$ cat src/rtl/sdram_pro_arbit_if.sv
// Bus bundle between the SDRAM command generators and the grant arbiter.
// The arbiter takes the slave view; generators and benches take the master view.
interface sdram_pro_arbit_if #(
    parameter int DATA_W = 16,
    parameter int ADDR_W = 12,
    parameter int BANK_W = 2
);
    logic              init_end;
    logic [3:0]        init_cmd;
    logic [BANK_W-1:0] init_bank;
    logic [ADDR_W-1:0] init_addr;

    logic              atref_req;
    logic              atref_end;
    logic [3:0]        atref_cmd;
    logic [BANK_W-1:0] atref_bank;
    logic [ADDR_W-1:0] atref_addr;
    logic              atref_en;

    logic              wr_req;
    logic              wr_end;
    logic [3:0]        wr_cmd;
    logic [BANK_W-1:0] wr_bank;
    logic [ADDR_W-1:0] wr_addr;
    logic              wr_sdram_en;
    logic [DATA_W-1:0] wr_data;
    logic              wr_en;

    logic              rd_req;
    logic              rd_end;
    logic [3:0]        rd_cmd;
    logic [BANK_W-1:0] rd_bank;
    logic [ADDR_W-1:0] rd_addr;
    logic              rd_en;

    logic [3:0]        sdram_cmd;
    logic [BANK_W-1:0] sdram_bank;
    logic [ADDR_W-1:0] sdram_addr;
    logic [DATA_W-1:0] sdram_dq_out;
    logic              sdram_dq_oe;

    modport slave (
        input  init_end, init_cmd, init_bank, init_addr,
        input  atref_req, atref_end, atref_cmd, atref_bank, atref_addr,
        input  wr_req, wr_end, wr_cmd, wr_bank, wr_addr, wr_sdram_en, wr_data,
        input  rd_req, rd_end, rd_cmd, rd_bank, rd_addr,
        output atref_en, wr_en, rd_en,
        output sdram_cmd, sdram_bank, sdram_addr, sdram_dq_out, sdram_dq_oe
    );

    modport master (
        output init_end, init_cmd, init_bank, init_addr,
        output atref_req, atref_end, atref_cmd, atref_bank, atref_addr,
        output wr_req, wr_end, wr_cmd, wr_bank, wr_addr, wr_sdram_en, wr_data,
        output rd_req, rd_end, rd_cmd, rd_bank, rd_addr,
        input  atref_en, wr_en, rd_en,
        input  sdram_cmd, sdram_bank, sdram_addr, sdram_dq_out, sdram_dq_oe
    );
endinterface

$ cat src/rtl/sdram_pro_arbit.sv
// Fixed-priority grant arbiter (refresh > write > read) for the SDRAM command
// generators; muxes the granted generator's command bus and write data to the pins.
module sdram_pro_arbit #(
    parameter int DATA_W = 16,
    parameter int ADDR_W = 12,
    parameter int BANK_W = 2
) (
    input  logic                 sys_clk,
    input  logic                 sys_rst_n,
    sdram_pro_arbit_if.slave     bus
);
    localparam logic [3:0] NO_OPERATION = 4'b0111;

    typedef enum logic [2:0] {
        ARB_IDLE  = 3'd0,
        ARB_ARBIT = 3'd1,
        ARB_ATREF = 3'd2,
        ARB_WRITE = 3'd3,
        ARB_READ  = 3'd4
    } arb_state_e;

    arb_state_e state_q, state_d;
    logic       atref_en_q, atref_en_d;
    logic       wr_en_q, wr_en_d;
    logic       rd_en_q, rd_en_d;

    logic atref_elig, wr_elig, rd_elig;

    // A source whose end flag is still high is not yet ready for another grant.
    assign atref_elig = bus.atref_req & ~bus.atref_end;
    assign wr_elig    = bus.wr_req    & ~bus.wr_end;
    assign rd_elig    = bus.rd_req    & ~bus.rd_end;

    always_ff @(posedge sys_clk or negedge sys_rst_n) begin
        if (!sys_rst_n) begin
            state_q    <= ARB_IDLE;
            atref_en_q <= 1'b0;
            wr_en_q    <= 1'b0;
            rd_en_q    <= 1'b0;
        end else begin
            state_q    <= state_d;
            atref_en_q <= atref_en_d;
            wr_en_q    <= wr_en_d;
            rd_en_q    <= rd_en_d;
        end
    end

    // Grant pulses are raised only on the ARBIT->grant transition, so they land
    // on the first cycle in the grant state and can never overlap.
    always_comb begin
        state_d    = state_q;
        atref_en_d = 1'b0;
        wr_en_d    = 1'b0;
        rd_en_d    = 1'b0;
        case (state_q)
            ARB_IDLE: begin
                if (bus.init_end) state_d = ARB_ARBIT;
            end
            ARB_ARBIT: begin
                if (atref_elig) begin
                    state_d    = ARB_ATREF;
                    atref_en_d = 1'b1;
                end else if (wr_elig) begin
                    state_d = ARB_WRITE;
                    wr_en_d = 1'b1;
                end else if (rd_elig) begin
                    state_d = ARB_READ;
                    rd_en_d = 1'b1;
                end
            end
            ARB_ATREF: begin
                if (bus.atref_end) state_d = ARB_ARBIT;
            end
            ARB_WRITE: begin
                if (bus.wr_end) state_d = ARB_ARBIT;
            end
            ARB_READ: begin
                if (bus.rd_end) state_d = ARB_ARBIT;
            end
            default: state_d = ARB_IDLE;
        endcase
    end

    logic [3:0]        cmd_mux;
    logic [BANK_W-1:0] bank_mux;
    logic [ADDR_W-1:0] addr_mux;
    logic [DATA_W-1:0] dq_out_mux;
    logic              dq_oe_mux;

    always_comb begin
        cmd_mux    = bus.init_cmd;
        bank_mux   = bus.init_bank;
        addr_mux   = bus.init_addr;
        dq_out_mux = '0;
        dq_oe_mux  = 1'b0;
        case (state_q)
            ARB_IDLE: begin
                cmd_mux  = bus.init_cmd;
                bank_mux = bus.init_bank;
                addr_mux = bus.init_addr;
            end
            ARB_ARBIT: begin
                cmd_mux  = NO_OPERATION;
                bank_mux = {BANK_W{1'b1}};
                addr_mux = {ADDR_W{1'b1}};
            end
            ARB_ATREF: begin
                cmd_mux  = bus.atref_cmd;
                bank_mux = bus.atref_bank;
                addr_mux = bus.atref_addr;
            end
            ARB_WRITE: begin
                cmd_mux    = bus.wr_cmd;
                bank_mux   = bus.wr_bank;
                addr_mux   = bus.wr_addr;
                dq_out_mux = bus.wr_data;
                dq_oe_mux  = bus.wr_sdram_en;
            end
            ARB_READ: begin
                cmd_mux  = bus.rd_cmd;
                bank_mux = bus.rd_bank;
                addr_mux = bus.rd_addr;
            end
            default: begin
                cmd_mux  = bus.init_cmd;
                bank_mux = bus.init_bank;
                addr_mux = bus.init_addr;
            end
        endcase
    end

    assign bus.atref_en     = atref_en_q;
    assign bus.wr_en        = wr_en_q;
    assign bus.rd_en        = rd_en_q;
    assign bus.sdram_cmd    = cmd_mux;
    assign bus.sdram_bank   = bank_mux;
    assign bus.sdram_addr   = addr_mux;
    assign bus.sdram_dq_out = dq_out_mux;
    assign bus.sdram_dq_oe  = dq_oe_mux;
endmodule

$ cat src/flat_wrapper.sv
// flat-port wrapper written by rule: the top's interface ports become plain ports
module sdram_pro_arbit_flat 
#(
    parameter int DATA_W = 16,
    parameter int ADDR_W = 12,
    parameter int BANK_W = 2
)
  (sys_clk, sys_rst_n, bus_init_end, bus_init_cmd, bus_init_bank, bus_init_addr, bus_atref_req, bus_atref_end, bus_atref_cmd, bus_atref_bank, bus_atref_addr, bus_wr_req, bus_wr_end, bus_wr_cmd, bus_wr_bank, bus_wr_addr, bus_wr_sdram_en, bus_wr_data, bus_rd_req, bus_rd_end, bus_rd_cmd, bus_rd_bank, bus_rd_addr, bus_atref_en, bus_wr_en, bus_rd_en, bus_sdram_cmd, bus_sdram_bank, bus_sdram_addr, bus_sdram_dq_out, bus_sdram_dq_oe);
  sdram_pro_arbit_if #(.DATA_W(DATA_W), .ADDR_W(ADDR_W), .BANK_W(BANK_W)) bus_i ();
  input  logic sys_clk;
  input  logic sys_rst_n;
  input wire logic [$bits(bus_i.init_end)-1:0] bus_init_end;
  input wire logic [$bits(bus_i.init_cmd)-1:0] bus_init_cmd;
  input wire logic [$bits(bus_i.init_bank)-1:0] bus_init_bank;
  input wire logic [$bits(bus_i.init_addr)-1:0] bus_init_addr;
  input wire logic [$bits(bus_i.atref_req)-1:0] bus_atref_req;
  input wire logic [$bits(bus_i.atref_end)-1:0] bus_atref_end;
  input wire logic [$bits(bus_i.atref_cmd)-1:0] bus_atref_cmd;
  input wire logic [$bits(bus_i.atref_bank)-1:0] bus_atref_bank;
  input wire logic [$bits(bus_i.atref_addr)-1:0] bus_atref_addr;
  input wire logic [$bits(bus_i.wr_req)-1:0] bus_wr_req;
  input wire logic [$bits(bus_i.wr_end)-1:0] bus_wr_end;
  input wire logic [$bits(bus_i.wr_cmd)-1:0] bus_wr_cmd;
  input wire logic [$bits(bus_i.wr_bank)-1:0] bus_wr_bank;
  input wire logic [$bits(bus_i.wr_addr)-1:0] bus_wr_addr;
  input wire logic [$bits(bus_i.wr_sdram_en)-1:0] bus_wr_sdram_en;
  input wire logic [$bits(bus_i.wr_data)-1:0] bus_wr_data;
  input wire logic [$bits(bus_i.rd_req)-1:0] bus_rd_req;
  input wire logic [$bits(bus_i.rd_end)-1:0] bus_rd_end;
  input wire logic [$bits(bus_i.rd_cmd)-1:0] bus_rd_cmd;
  input wire logic [$bits(bus_i.rd_bank)-1:0] bus_rd_bank;
  input wire logic [$bits(bus_i.rd_addr)-1:0] bus_rd_addr;
  output wire logic [$bits(bus_i.atref_en)-1:0] bus_atref_en;
  output wire logic [$bits(bus_i.wr_en)-1:0] bus_wr_en;
  output wire logic [$bits(bus_i.rd_en)-1:0] bus_rd_en;
  output wire logic [$bits(bus_i.sdram_cmd)-1:0] bus_sdram_cmd;
  output wire logic [$bits(bus_i.sdram_bank)-1:0] bus_sdram_bank;
  output wire logic [$bits(bus_i.sdram_addr)-1:0] bus_sdram_addr;
  output wire logic [$bits(bus_i.sdram_dq_out)-1:0] bus_sdram_dq_out;
  output wire logic [$bits(bus_i.sdram_dq_oe)-1:0] bus_sdram_dq_oe;
  assign bus_i.init_end = bus_init_end;
  assign bus_i.init_cmd = bus_init_cmd;
  assign bus_i.init_bank = bus_init_bank;
  assign bus_i.init_addr = bus_init_addr;
  assign bus_i.atref_req = bus_atref_req;
  assign bus_i.atref_end = bus_atref_end;
  assign bus_i.atref_cmd = bus_atref_cmd;
  assign bus_i.atref_bank = bus_atref_bank;
  assign bus_i.atref_addr = bus_atref_addr;
  assign bus_i.wr_req = bus_wr_req;
  assign bus_i.wr_end = bus_wr_end;
  assign bus_i.wr_cmd = bus_wr_cmd;
  assign bus_i.wr_bank = bus_wr_bank;
  assign bus_i.wr_addr = bus_wr_addr;
  assign bus_i.wr_sdram_en = bus_wr_sdram_en;
  assign bus_i.wr_data = bus_wr_data;
  assign bus_i.rd_req = bus_rd_req;
  assign bus_i.rd_end = bus_rd_end;
  assign bus_i.rd_cmd = bus_rd_cmd;
  assign bus_i.rd_bank = bus_rd_bank;
  assign bus_i.rd_addr = bus_rd_addr;
  assign bus_atref_en = bus_i.atref_en;
  assign bus_wr_en = bus_i.wr_en;
  assign bus_rd_en = bus_i.rd_en;
  assign bus_sdram_cmd = bus_i.sdram_cmd;
  assign bus_sdram_bank = bus_i.sdram_bank;
  assign bus_sdram_addr = bus_i.sdram_addr;
  assign bus_sdram_dq_out = bus_i.sdram_dq_out;
  assign bus_sdram_dq_oe = bus_i.sdram_dq_oe;
  sdram_pro_arbit #(.DATA_W(DATA_W), .ADDR_W(ADDR_W), .BANK_W(BANK_W)) u_core (.sys_clk(sys_clk), .sys_rst_n(sys_rst_n), .bus(bus_i));
endmodule
$ cat config.mk
export PLATFORM = sky130hd
export DESIGN_NAME = sdram_pro_arbit_flat
export DESIGN_NICKNAME = d
export VERILOG_FILES = /design/src/rtl/sdram_pro_arbit_if.sv /design/src/rtl/sdram_pro_arbit.sv /design/src/flat_wrapper.sv
export SDC_FILE = /design/constraint.sdc
export NUM_CORES = 1
export LEC_CHECK = 0
export BUFFER_PORTS_ARGS = -buffer_cell sky130_fd_sc_hd__buf_2
export CORE_UTILIZATION = 35
export CTS_CLUSTER_SIZE = 20
export DETAILED_ROUTE_END_ITERATION = 10
export PLACE_DENSITY = 0.83
export SLEW_MARGIN = 15
export SYNTH_ARGS = -nofsm -noshare
export SYNTH_HDL_FRONTEND = slang
export SYNTH_SLANG_ARGS = --single-unit
export TNS_END_PERCENT = 50
$ cat constraint.sdc
create_clock -name sys_clk -period 3.4 [get_ports sys_clk]
set_clock_uncertainty 0.05 [all_clocks]
set_input_delay 1.02 -clock sys_clk [delete_from_list [all_inputs] [get_ports sys_clk]]
set_output_delay 1.02 -clock sys_clk [all_outputs]
set_load 0.02 [all_outputs]
==> results.cfg, run 1 <==
[sta]
tns_ns = 0
final_hold_viol_count = 0
min_period_ns = 3.09
tightest_slew_ns = 0.551
maxSlewHeadroom_pct = 63.3
holdWs_ns = 0.533
maxSlewViolCount = 0
grt_setup_unrepaired = no
fmax_mhz = 323
setup_viol = 0
fin_crit_sh_pct = 91.0

[grt]
grt_start_max_net_pins = 29
grt-ovfl-total = 0
first_global_vias = 1526
antenna_found_initial = 0
grt_usage_pct = 21.7
grt_pass1_wl_um = 6250

[run_status]
outcome = finished, final reports clean

[final_layout]
area_growth_pct = 58.0
fillers = 314
multi_input_comb_area_um2 = 938
num-nets-final = 384
fin_cells = 329
layout_common_cells = buf_2 (135), o21ai_0 (27), mux2i_1 (18)
antennaDiodeCount = 0
utilization_pct = 60.1
final_layout_size_suffix_gt1_share_pct = 51.6
final_common_cell = buf_2
ff_latch_area_um2 = 151

[cts]
cts_root_buffer = clkbuf_4
ctsHoldBuffers = 0
h-tree-depth = 1
path_clk_slew_ns = 0.05
cts_tree = done
cts_resized = 0
clk_latency_ns = 0.25
numCtsBuffers = 3
cts.path.max_buffers = 2
cts_setup_buffers = 0
cts.sinks = 6

[routing]
drt_iter0_markers = 158
viasPerCell = 5.47
avgRoutedWirePerCell_um = 12.8
num_vias = 1798
drc_errors = 0
firstDrtPassIters = 5
drt-total-wl_um = 4200
drtAntennaViolNets = 0

[logic_synthesis]
synth-seq-cells = 6
syn_area_mm2 = 0.00120
synth.area.top_cells = mux2i_1 (15%), a222oi_1 (14%), dfrtp_1 (13%)
synth_top_cell_area_share_pct = 15.0
syn_area_per_cell_um2 = 7.64
yosysSeqAreaShare_pct = 12.5
netlist_instances = 157
synth_fp_nets = 255
yosys_warnings = 0
synth.largest_area_cell = mux2i_1
ys_types = 32

[critical_path]
crit_path_cell_trace = or2_1, o21ai_0, a222oi_1, buf_2
criticalPathCategory = reg2out
slowest_stage = dfrtp_2
startpoint_type = flip-flop
slowest_delay_ns = 0.63
cp.arrival_ns = 2.02
worst_setup_path_end_kind = primary output
critPathBufInv = 1
cpLargestDelayFamily = flip-flops
critPathMaxFanout = 22
cp.required_ns = 2.33

[min_path]
hp-class = in2async

[floorplan]
die_x_um = 60.6
coreArea_mm2 = 0.00315
die_height_um = 60.6
pin_count = 136
rows = 20
die_area_mm2 = 0.00367
start_util_pct = 38.1

[place]
place_congestion = 0.889
dp_cells = 325
dp_hpwl_um = 3230
io_buffers = 135

[job]
drv_cap = 0

[power_and_ir_drop]
leakage_uw = 0.000980
p_per_area_mw_per_mm2 = 650
ir_drop_mv = 0.314
==> logic make-up (layout without fill, tap and decap cells) <==
kind of cell / after synthesis / count (layout) / synth area share (%)
compound gates: 58 / 58 / 32.4
simple gates: 56 / 56 / 29.8
mux: 19 / 19 / 16.0
buf+inv: 18 / 146 / 9.28
flops: 6 / 6 / 12.5
==> where the power goes <==
group | leakage [µW] | internal [µW] | total (µW) | switching (µW)
sequential | 0.0000773 | 89.8 | 109 | 19.2
clock | 0.0000150 | 44.4 | 70.1 | 25.7
combinational | 0.000888 | 398 | 1050 | 655
==> final cells by class <==
| type | count | area share [%] |
|---|---|---|
| Tap cell | 44 | 2.90 |
| Multi-Input combinational cell | 133 | 49.5 |
| Clock buffer | 4 | 1.39 |
| Inverter | 1 | 0.198 |
| Sequential cell | 6 | 7.99 |
| Timing Repair Buffer | 141 | 38.0 |
==> path summary, 6_finish.rpt <==
kind	start	end	slack [ns]	cells past startpoint
min in group sys_clk	u_core.state_q[1]	u_core.state_q[2]	0.60	2
max	u_core.state_q[2]	bus_sdram_cmd[0]	0.31	4
max in group asynchronous	sys_rst_n	u_core.state_q[2]	2.62	1
min	sys_rst_n	u_core.state_q[1]	0.53	1
max reg2reg	u_core.state_q[2]	u_core.state_q[0]	1.68	4
min reg2reg	u_core.state_q[1]	u_core.state_q[2]	0.60	2
==> flip-flops by register name, indices dropped and copies added, names as in the netlist <==
signal,cells
u_core.state_q,3
u_core.bus.atref_en,1
u_core.bus.rd_en,1
u_core.bus.wr_en,1
==> metal layers <==
metal	track usage (%)	vias up	share of wire, %
met5	0	-	0
met4	5.19	0	1.1
met2	42.7	121	50
met1	25.4	799	39
met3	1.28	6	9.9
li1	-	872	-
==> cell usage after synthesis <==
master    number
and2b_1        1
buf_8          2
nand3_1        1
o221ai_1       1
o21ai_1        9
clkbuf_1       9
mux2i_1       18
o311a_1        1
a211oi_1       1
nand4_1        1
nand2b_1      10
nand2b_4       1
a21oi_1        1
mux2_2         1
nor3_1         2
nor2b_1        4
o211ai_1       1
or2_1          1
or2b_1        10
and3_1        17
nand2_1        3
dfrtp_1        6
o21ai_0       27
buf_1          1
buf_4          1
nor3b_1        2
inv_1          1
buf_6          2
nor2_1         2
a222oi_1      17
and2_1         1
buf_2          2
==> through the flow <==
step                worst slack [ns]  total power [µW]  cell area (µm²)
floorplan                      0.465               854             1200
global placement               0.465              1160             1870
detailed placement             0.472              1160             1870
CTS                            0.289              1230             1900
global route                  0.0921              1340             1900
finish                         0.305              1230             1900
(Power assumes the default switching activity.)
==> run 2: changes to the inputs <==
--- a/config.mk
+++ b/config.mk
@@ -6,10 +6,10 @@
 export NUM_CORES = 1
 export LEC_CHECK = 0
 export BUFFER_PORTS_ARGS = -buffer_cell sky130_fd_sc_hd__buf_2
-export CORE_UTILIZATION = 35
+export CORE_UTILIZATION = 30
 export CTS_CLUSTER_SIZE = 20
 export DETAILED_ROUTE_END_ITERATION = 10
-export PLACE_DENSITY = 0.83
+export PLACE_DENSITY = 0.73
 export SLEW_MARGIN = 15
 export SYNTH_ARGS = -nofsm -noshare
 export SYNTH_HDL_FRONTEND = slang
==> run 2 against run 1 <==
Against the previous run:
- highest routed layer unchanged
- sequential power up 23%
- die area rose by 16%
- clock power is 60% higher
- non-clock buffer count unchanged
- cell area rose by 1.3%
- via count decreased by 1.7%
- cell count up 1.2%
- clock-buffer cell count unchanged
- maximum frequency increased by 3.0%
- routed wire length down 1.6%
- critical path depth unchanged
==> results.cfg, run 2 (synthesized netlist as in run 1, its figures left out) <==
[run_status]
outcome = finished, final reports clean

[critical_path]
startpoint_type = flip-flop
criticalPathCategory = reg2out
cp.arrival_ns = 1.93
cp.required_ns = 2.33
slowest_stage = dfrtp_1
slowest_delay_ns = 0.58
crit_path_cell_trace = or2_1, o21ai_0, a222oi_1, buf_2
critPathMaxFanout = 17
worst_setup_path_end_kind = primary output

[floorplan]
die_height_um = 65.2
die_area_mm2 = 0.00426
die_x_um = 65.2
rows = 22
start_util_pct = 32.1
coreArea_mm2 = 0.00374
pin_count = 136

[routing]
firstDrtPassIters = 5
drc_errors = 0
drt-total-wl_um = 4140
drtAntennaViolNets = 0
avgRoutedWirePerCell_um = 12.4
num_vias = 1768
drt_iter0_markers = 126
viasPerCell = 5.31

[power_and_ir_drop]
clock_power_share_pct = 8.9
internal_power_uw = 564
p_sw_share_pct = 55.5
p_per_area_mw_per_mm2 = 660
leakage_uw = 0.000988
switchingPower_uw = 702
seq_power_share_pct = 10.6
p_comb_share_pct = 80.6
ir_drop_mv = 0.311

[sta]
grt_setup_unrepaired = no
setup_viol = 0
tns_ns = 0
final_hold_viol_count = 0
fin_crit_sh_pct = 88.4
fmax_mhz = 333
tightest_slew_ns = 0.540
min_period_ns = 3.00
maxSlewViolCount = 0
maxSlewHeadroom_pct = 64.0

[final_layout]
largest_reg_flops = 3
area_growth_pct = 60.0
final_layout_size_suffix_gt1_share_pct = 51.6
final_common_cell = buf_2
fin_area_mm2 = 0.00192
fillers = 374
antennaDiodeCount = 0
top_register = u_core.state_q
num-nets-final = 384
layout_common_cells = buf_2 (135), o21ai_0 (27), mux2i_1 (18)

[cts]
h-tree-depth = 1
cts.sinks = 6
clk_latency_ns = 0.22
cts_setup_buffers = 0
numCtsBuffers = 3
cts_tree = done
cts_resized = 0
cts_root_buffer = clkbuf_8
path_clk_slew_ns = 0.04
ctsHoldBuffers = 0
cts.path.max_buffers = 2

[grt]
grt_start_max_net_pins = 33
grt-ovfl-total = 0
first_global_vias = 1560
antenna_found_initial = 0
grt_pass1_wl_um = 6600
grt_usage_pct = 19.4

[place]
io_buffers = 135
placed_area_mm2 = 0.00187
dp_hpwl_um = 3180
place_congestion = 0.820

[job]
drv_cap = 0

[min_path]
hp-class = in2async
==> run 2: worst max-delay path: cells and delay by family (launching register included) <==
family	cells	cell delay, ns
compound gates	2	0.38
buf+inv	1	0.23
simple gates	1	0.51
flops	1	0.58
==> run 2: stage by stage <==
stage               setup slack (ns)  total power [µW]  utilization (%)  std cells  hold slack (ns)
floorplan                      0.465               854                -        157            0.619
global placement               0.491              1160             50.1        329            0.556
detailed placement             0.462              1170             50.1        329            0.567
CTS                            0.347              1280             51.3        333            0.564
global route                   0.118              1380             51.3        333            0.565
finish                         0.396              1270             51.3        333            0.558
==> run 2: path summary, 6_finish.rpt <==
kind / start / endpoint / slack (ns) / cells past startpoint
min in group sys_clk: u_core.state_q[2] / u_core.state_q[1] / 0.56 / 1
min reg2reg: u_core.state_q[2] / u_core.state_q[1] / 0.56 / 1
min: sys_rst_n / u_core.bus.rd_en / 0.56 / 1
max: u_core.state_q[0] / bus_sdram_addr[4] / 0.40 / 4
max reg2reg: u_core.state_q[0] / u_core.state_q[2] / 1.69 / 4
max in group asynchronous: sys_rst_n / u_core.state_q[2] / 2.59 / 1
==> run 2: metal layers <==
layer | wire length, µm | share of wire, % | vias up | GRT usage [%]
met5 | 0 | 0 | - | 0
met4 | 19 | 0.46 | 0 | 4.08
met3 | 356 | 8.6 | 2 | 1.91
met2 | 2110 | 51 | 103 | 38.1
met1 | 1650 | 40 | 788 | 22.1
li1 | - | - | 875 | -
==> run 2: final cells by class <==
| class | instances | area, µm² | share of cell area [%] |
|---|---|---|---|
| clock buffers | 4 | 45.0 | 2.35 |
| inverters | 1 | 3.75 | 0.196 |
| multi-input cells | 133 | 938 | 48.9 |
| flip-flops and latches | 6 | 151 | 7.89 |
| well taps | 48 | 60.1 | 3.13 |
| repair buffers | 141 | 721 | 37.5 |
==> run 2: power groups by stage <==
stage | logic, µW | registers, µW | clock network (µW)
CTS | 1030 | 135 | 114
global placement | 1020 | 135 | 0
floorplan | 746 | 108 | 0
finish | 1020 | 134 | 112
global route | 1120 | 140 | 123
detailed placement | 1030 | 136 | 0
